$ cat config.mk
export PLATFORM = sky130hd
export DESIGN_NAME = reset_sequencer
export DESIGN_NICKNAME = d
export VERILOG_FILES = /design/src/rtl/reset_sequencer.sv
export SDC_FILE = /design/constraint.sdc
export NUM_CORES = 1
export LEC_CHECK = 0
export ABC_AREA = 1
export CAP_MARGIN = 10
export CELL_PAD_IN_SITES_DETAIL_PLACEMENT = 0
export CELL_PAD_IN_SITES_GLOBAL_PLACEMENT = 1
export CORE_ASPECT_RATIO = 1.4
export CORE_UTILIZATION = 25
export DETAILED_ROUTE_END_ITERATION = 10
export PLACE_DENSITY_LB_ADDON = 0.25
export SLEW_MARGIN = 10
export SYNTH_ARGS = -nofsm -noshare
export SYNTH_HDL_FRONTEND = slang
export SYNTH_SLANG_ARGS = --single-unit
$ cat constraint.sdc
create_clock -name Clk -period 2.72 [get_ports Clk]
set_input_delay 0.544 -clock Clk [delete_from_list [all_inputs] [get_ports Clk]]
set_output_delay 0.544 -clock Clk [all_outputs]
set_load 0.005 [all_outputs]
$ cat src/rtl/reset_sequencer.sv
// Reset sequencer: holds every downstream domain in reset after power-up or a button
// press, then releases the domains one at a time, each gated on the previous stage's Ready.
//
// state        | meaning
// S_HOLD       | button seen pressed; all domains held in reset
// S_POWERUP    | power-up hold, counting 2^DELAY_W cycles
// S_WAIT_READY | stage idx released, waiting for Ready[idx] or timeout
// S_GAP        | idle gap before releasing stage idx+1
// S_RUN        | all stages released and healthy
// S_FAULT      | timeout or Ready drop; all domains held until the button

module reset_sequencer #(
    parameter int  STAGES     = 4,
    parameter int  DELAY_W    = 23,
    parameter int  GAP_CYCLES = 16,
    parameter int  TIMEOUT_W  = 16,
    localparam int IDX_W      = (STAGES > 1) ? $clog2(STAGES) : 1
) (
    input  logic              Clk,
    input  logic              nReset,
    input  logic              Button,
    input  logic [STAGES-1:0] Ready,
    output logic [STAGES-1:0] StageReset,
    output logic              Done,
    output logic              Fault,
    output logic [IDX_W-1:0]  FaultStage
);

    localparam int               GAP_W    = (GAP_CYCLES > 1) ? $clog2(GAP_CYCLES) : 1;
    localparam logic [IDX_W-1:0] LAST_IDX = IDX_W'(STAGES - 1);
    localparam logic [GAP_W-1:0] GAP_LAST = GAP_W'(GAP_CYCLES - 1);

    typedef enum logic [2:0] {
        S_HOLD,
        S_POWERUP,
        S_WAIT_READY,
        S_GAP,
        S_RUN,
        S_FAULT
    } state_e;

    state_e               state_q, state_d;
    logic                 btn_meta_q, btn_sync_q;
    logic [DELAY_W-1:0]   pwr_cnt_q, pwr_cnt_d;
    logic [TIMEOUT_W-1:0] timer_q, timer_d;
    logic [GAP_W-1:0]     gap_cnt_q, gap_cnt_d;
    logic [IDX_W-1:0]     idx_q, idx_d;
    logic [STAGES-1:0]    stage_reset_q, stage_reset_d;
    logic                 done_q, done_d;
    logic                 fault_q, fault_d;
    logic [IDX_W-1:0]     fault_stage_q, fault_stage_d;
    logic [IDX_W-1:0]     low_drop;

    // Synchroniser resets to "pressed" so nothing is released before Button is seen low.
    always_ff @(posedge Clk or negedge nReset) begin
        if (!nReset) begin
            btn_meta_q <= 1'b1;
            btn_sync_q <= 1'b1;
        end else begin
            btn_meta_q <= Button;
            btn_sync_q <= btn_meta_q;
        end
    end

    always_comb begin
        low_drop = '0;
        for (int i = STAGES - 1; i >= 0; i--) begin
            if (!Ready[i]) begin
                low_drop = IDX_W'(i);
            end
        end
    end

    always_comb begin
        state_d       = state_q;
        pwr_cnt_d     = pwr_cnt_q;
        timer_d       = timer_q;
        gap_cnt_d     = gap_cnt_q;
        idx_d         = idx_q;
        stage_reset_d = stage_reset_q;
        done_d        = done_q;
        fault_d       = fault_q;
        fault_stage_d = fault_stage_q;

        if (btn_sync_q) begin
            state_d       = S_HOLD;
            pwr_cnt_d     = '0;
            timer_d       = '0;
            gap_cnt_d     = '0;
            idx_d         = '0;
            stage_reset_d = '1;
            done_d        = 1'b0;
            fault_d       = 1'b0;
            fault_stage_d = '0;
        end else begin
            case (state_q)
                S_HOLD: begin
                    state_d   = S_POWERUP;
                    pwr_cnt_d = '0;
                end
                S_POWERUP: begin
                    if (pwr_cnt_q == '1) begin
                        state_d          = S_WAIT_READY;
                        pwr_cnt_d        = '0;
                        idx_d            = '0;
                        timer_d          = '0;
                        stage_reset_d[0] = 1'b0;
                    end else begin
                        pwr_cnt_d = pwr_cnt_q + DELAY_W'(1);
                    end
                end
                S_WAIT_READY: begin
                    // Ready is checked before the timeout so a same-cycle arrival still counts.
                    if (Ready[idx_q]) begin
                        timer_d = '0;
                        if (idx_q == LAST_IDX) begin
                            state_d = S_RUN;
                            done_d  = 1'b1;
                        end else begin
                            state_d   = S_GAP;
                            gap_cnt_d = '0;
                        end
                    end else if (timer_q == '1) begin
                        state_d       = S_FAULT;
                        timer_d       = '0;
                        stage_reset_d = '1;
                        done_d        = 1'b0;
                        fault_d       = 1'b1;
                        fault_stage_d = idx_q;
                    end else begin
                        timer_d = timer_q + TIMEOUT_W'(1);
                    end
                end
                S_GAP: begin
                    if (gap_cnt_q == GAP_LAST) begin
                        state_d              = S_WAIT_READY;
                        gap_cnt_d            = '0;
                        timer_d              = '0;
                        idx_d                = idx_q + IDX_W'(1);
                        stage_reset_d[idx_d] = 1'b0;
                    end else begin
                        gap_cnt_d = gap_cnt_q + GAP_W'(1);
                    end
                end
                S_RUN: begin
                    done_d = 1'b1;
                    if (!(&Ready)) begin
                        state_d       = S_FAULT;
                        stage_reset_d = '1;
                        done_d        = 1'b0;
                        fault_d       = 1'b1;
                        fault_stage_d = low_drop;
                    end
                end
                S_FAULT: begin
                    stage_reset_d = '1;
                    done_d        = 1'b0;
                    fault_d       = 1'b1;
                end
                default: begin
                    state_d       = S_HOLD;
                    stage_reset_d = '1;
                    done_d        = 1'b0;
                end
            endcase
        end
    end

    always_ff @(posedge Clk or negedge nReset) begin
        if (!nReset) begin
            state_q       <= S_HOLD;
            pwr_cnt_q     <= '0;
            timer_q       <= '0;
            gap_cnt_q     <= '0;
            idx_q         <= '0;
            stage_reset_q <= '1;
            done_q        <= 1'b0;
            fault_q       <= 1'b0;
            fault_stage_q <= '0;
        end else begin
            state_q       <= state_d;
            pwr_cnt_q     <= pwr_cnt_d;
            timer_q       <= timer_d;
            gap_cnt_q     <= gap_cnt_d;
            idx_q         <= idx_d;
            stage_reset_q <= stage_reset_d;
            done_q        <= done_d;
            fault_q       <= fault_d;
            fault_stage_q <= fault_stage_d;
        end
    end

    assign StageReset = stage_reset_q;
    assign Done       = done_q;
    assign Fault      = fault_q;
    assign FaultStage = fault_stage_q;

endmodule

==> results.md <==
* Status: complete, no violations
* Critical path type: reg -> reg
* Worst endpoint data arrival time at 2.14 ns
* Area occupied by multi-input gates at approximately 1700 sq um
* TritonCTS clock tree: built
* Post-synth EDFFs at 0
* Die Wd at about 100 um
* Critical Path RT at 2.92 ns
* Power Dens Cells at 712 nW/um^2
* Row count at 50
* Routed WL per cell at 12.2 um
* # diodes at 0
* Main synth FF type: dfrtp_1
* First-pass GRT wire length at 13.8 mm
* Area Overhead vs Synth at 18.6%
* Setup WS post-layout at 0.772 ns
* Num Clock Sinks at 58
* Antenna violations before repair at 0
* Slew headroom at about 56%
* Crit path capture type: flip-flop
* Top post-synthesis cells by area: dfrtp_1, nand2_1, nor2_1
* GRT Residual Overflow at 0
* Final setup TNS at 0 ns
* Vias/cell at 4.35
* Hold-fix buffer count after cts at 0
* Max-capacitance violation count at 0
* Final ANT Viol Nets at 0
* Worst r2r src: pwr_cnt_q[0]
* FF/Latch Area at 1460 sq um
* Total die area at 14,100 sq um
* Drt total wl at between 8 and 9 mm
* Fin. max-slew vios at 0
* R2r endpoint: timer_q[2]
* Worst-Margin Slew at 0.667 ns
* Initial Utilization at 25.5%
* Fin crit share at 71.6%
* First drt pass iteration count at 4
* Final setup fails at 0
* Nets at about 500
* Cts repair resizes at 0
* Skew final at 0.00560 ns
* Worst-path maximum fanout at 16
* I/O pin total at 15
* Leak at 0.00172 uW
* Most common cell in the netlist: nand2_1
* Mean Syn Cell Area at 7.37 sq um
* Synth Net Count at 476
* Vias in the first global route at 2,941
* Synth area leader: dfrtp_1
* CTS Buffer Depth at 2
* Share of layout cells above drive strength 1 at 11.5%
* CTS Root Cell: clkbuf_16
* Yosys cell types at 32
* Worst IR Drop VDD at 0.342 mV
* Critical Path Start Type: flip-flop
* Setup Fix Bufs, Post-CTS at 0
* Share of async-settable or async-resettable flops after synthesis at 100%
* Num CTS Buffers at 9
* Largest net degree at the start of global routing at 34
* Post-synth top cells: nand2_1, nor2_1, dfrtp_1, inv_1, nand3_1
* Synthesized flop and latch total at 58
* Total track usage at 12.7%
* Port-buffer cells at 14
* Final Hold Viols at 0
* Reg2reg path depth at 10
* Cells after synthesis at 462
* Hold Path Class: in -> async
* Minimum clock period at 1.95 ns
* GP Congestion at 0.795
* Post-Syn Area at between 3000 and 4000 sq um
* Pre-CTS setup slack at roughly 0.51 ns
* Max Clk Rate at approximately 0.5 GHz
* Yosys warning count at 0
* Register-to-register setup slack at 0.77 ns
* Clk slew on worst S/H paths at 0.05 ns
* Final routed DRC violation total at 0
* DR vias at between 2,000 and 3,000
* Share of the synthesized area in the top cell type at 38.2%
* Worst skew pair latency at 0.32 ns
* Core area at 13,300 sq um
* Power Total at about 2900 uW
* Filler Cells Inserted at ~1,500
* RSZ-0062 raised after global routing: false
* DRT iter0 DRCs at 102
* Post-DP HPWL at 6.05 mm
* Die H at 140 um
* H-tree levels at 3
* Seq/Total Area, Yosys at 42.9%
## flip-flops by register name (all words and copies together), names as in the netlist
name	count
Done	1
Fault	1
FaultStage	2
StageReset	4
btn_meta_q	1
btn_sync_q	1
gap_cnt_q	4
idx_q	2
pwr_cnt_q	23
state_q	3
timer_q	16
## worst max-delay path, stage by stage, from the launching register on
cell and delay (ns):
dfrtp_1 0.39, ha_1 0.19, nand2_1 0.09, nor2_1 0.15, nand2_1 0.07, nor2_1 0.19
nand2_1 0.14, nand2_2 0.16, nand2_2 0.24, nand2_1 0.11, o21ai_0 0.09
## placed cells by master, fill, tap and decap left out, types with 2 or more instances in the layout
master / instances
a21oi_1: 14
and2_1: 2
clkbuf_16: 9
clkbuf_8: 4
clkdlybuf4s50_1: 13
clkinv_2: 2
dfrtp_1: 52
dfstp_2: 6
ha_1: 7
inv_1: 42
inv_2: 7
nand2_1: 133
nand2_2: 5
nand3_1: 34
nand4_1: 8
nor2_1: 64
nor2_2: 9
nor2_4: 2
nor3_1: 5
nor3_2: 2
o21ai_0: 23
o21ai_1: 12
or2_2: 2
xnor2_1: 4
xor2_1: 14
## power by group
group	internal (uW)	leakage, uW	switching (uW)	total [uW]
clock network	707	0.000147	387	1090
logic	252	0.000786	483	735
registers	957	0.000785	90.5	1050
## cell type report
cell class / count / area share, %
Sequential cell: 58 / 36.1
Timing Repair Buffer: 16 / 4.03
Tap cell: 182 / 5.64
Multi-Input combinational cell: 348 / 42.3
Inverter: 50 / 4.71
Clock buffer: 13 / 6.94
Clock inverter: 2 / 0.248
## worst max path at each step
| stage | from | to | slack (ns) | depth (start not counted) |
|---|---|---|---|---|
| after floorplan | pwr_cnt_q[0] | timer_q[8] | 1.18 | 11 |
| after global placement | Ready[1] | Done | 0.52 | 11 |
| after detailed placement | Ready[1] | Done | 0.51 | 11 |
| after CTS | pwr_cnt_q[0] | timer_q[2] | 0.73 | 10 |
| after global routing | pwr_cnt_q[0] | timer_q[2] | 0.50 | 10 |
| final | pwr_cnt_q[0] | timer_q[2] | 0.77 | 10 |
## layer usage
metal  vias to the layer above  share of wire, %  track usage (%)
met1                      1360                44             14.1
li1                       1514                 -                -
met4                         0               1.4             4.73
met3                         9               2.4             2.99
met2                        27                52             23.1
met5                         -                 0                0
## logic make-up (layout without fill, tap and decap cells)
family,Yosys count,after routing,share of synthesized area [%]
adders and majority gates,7,7,2.57
DFF,58,58,42.9
buffers and inverters,56,81,7.02
xor gates and xnor gates,18,18,4.63
and+or+nand+nor,268,268,34.3
AOI/OAI and AO/OA,55,55,8.60
## metrics by stage
| step | instances | instance area (sq um) | hold slack, ns | util (%) |
|---|---|---|---|---|
| final | 669 | 4040 | 0.252 | 30.3 |
| after global routing | 669 | 4040 | 0.303 | 30.3 |
| after CTS | 669 | 4040 | 0.279 | 30.3 |
| after global placement | 654 | 3750 | 0.348 | 28.1 |
| after detailed placement | 654 | 3750 | 0.352 | 28.1 |
| after floorplan | 462 | 3400 | 0.248 | - |
No activity file was read; power rests on OpenSTA's default activity.
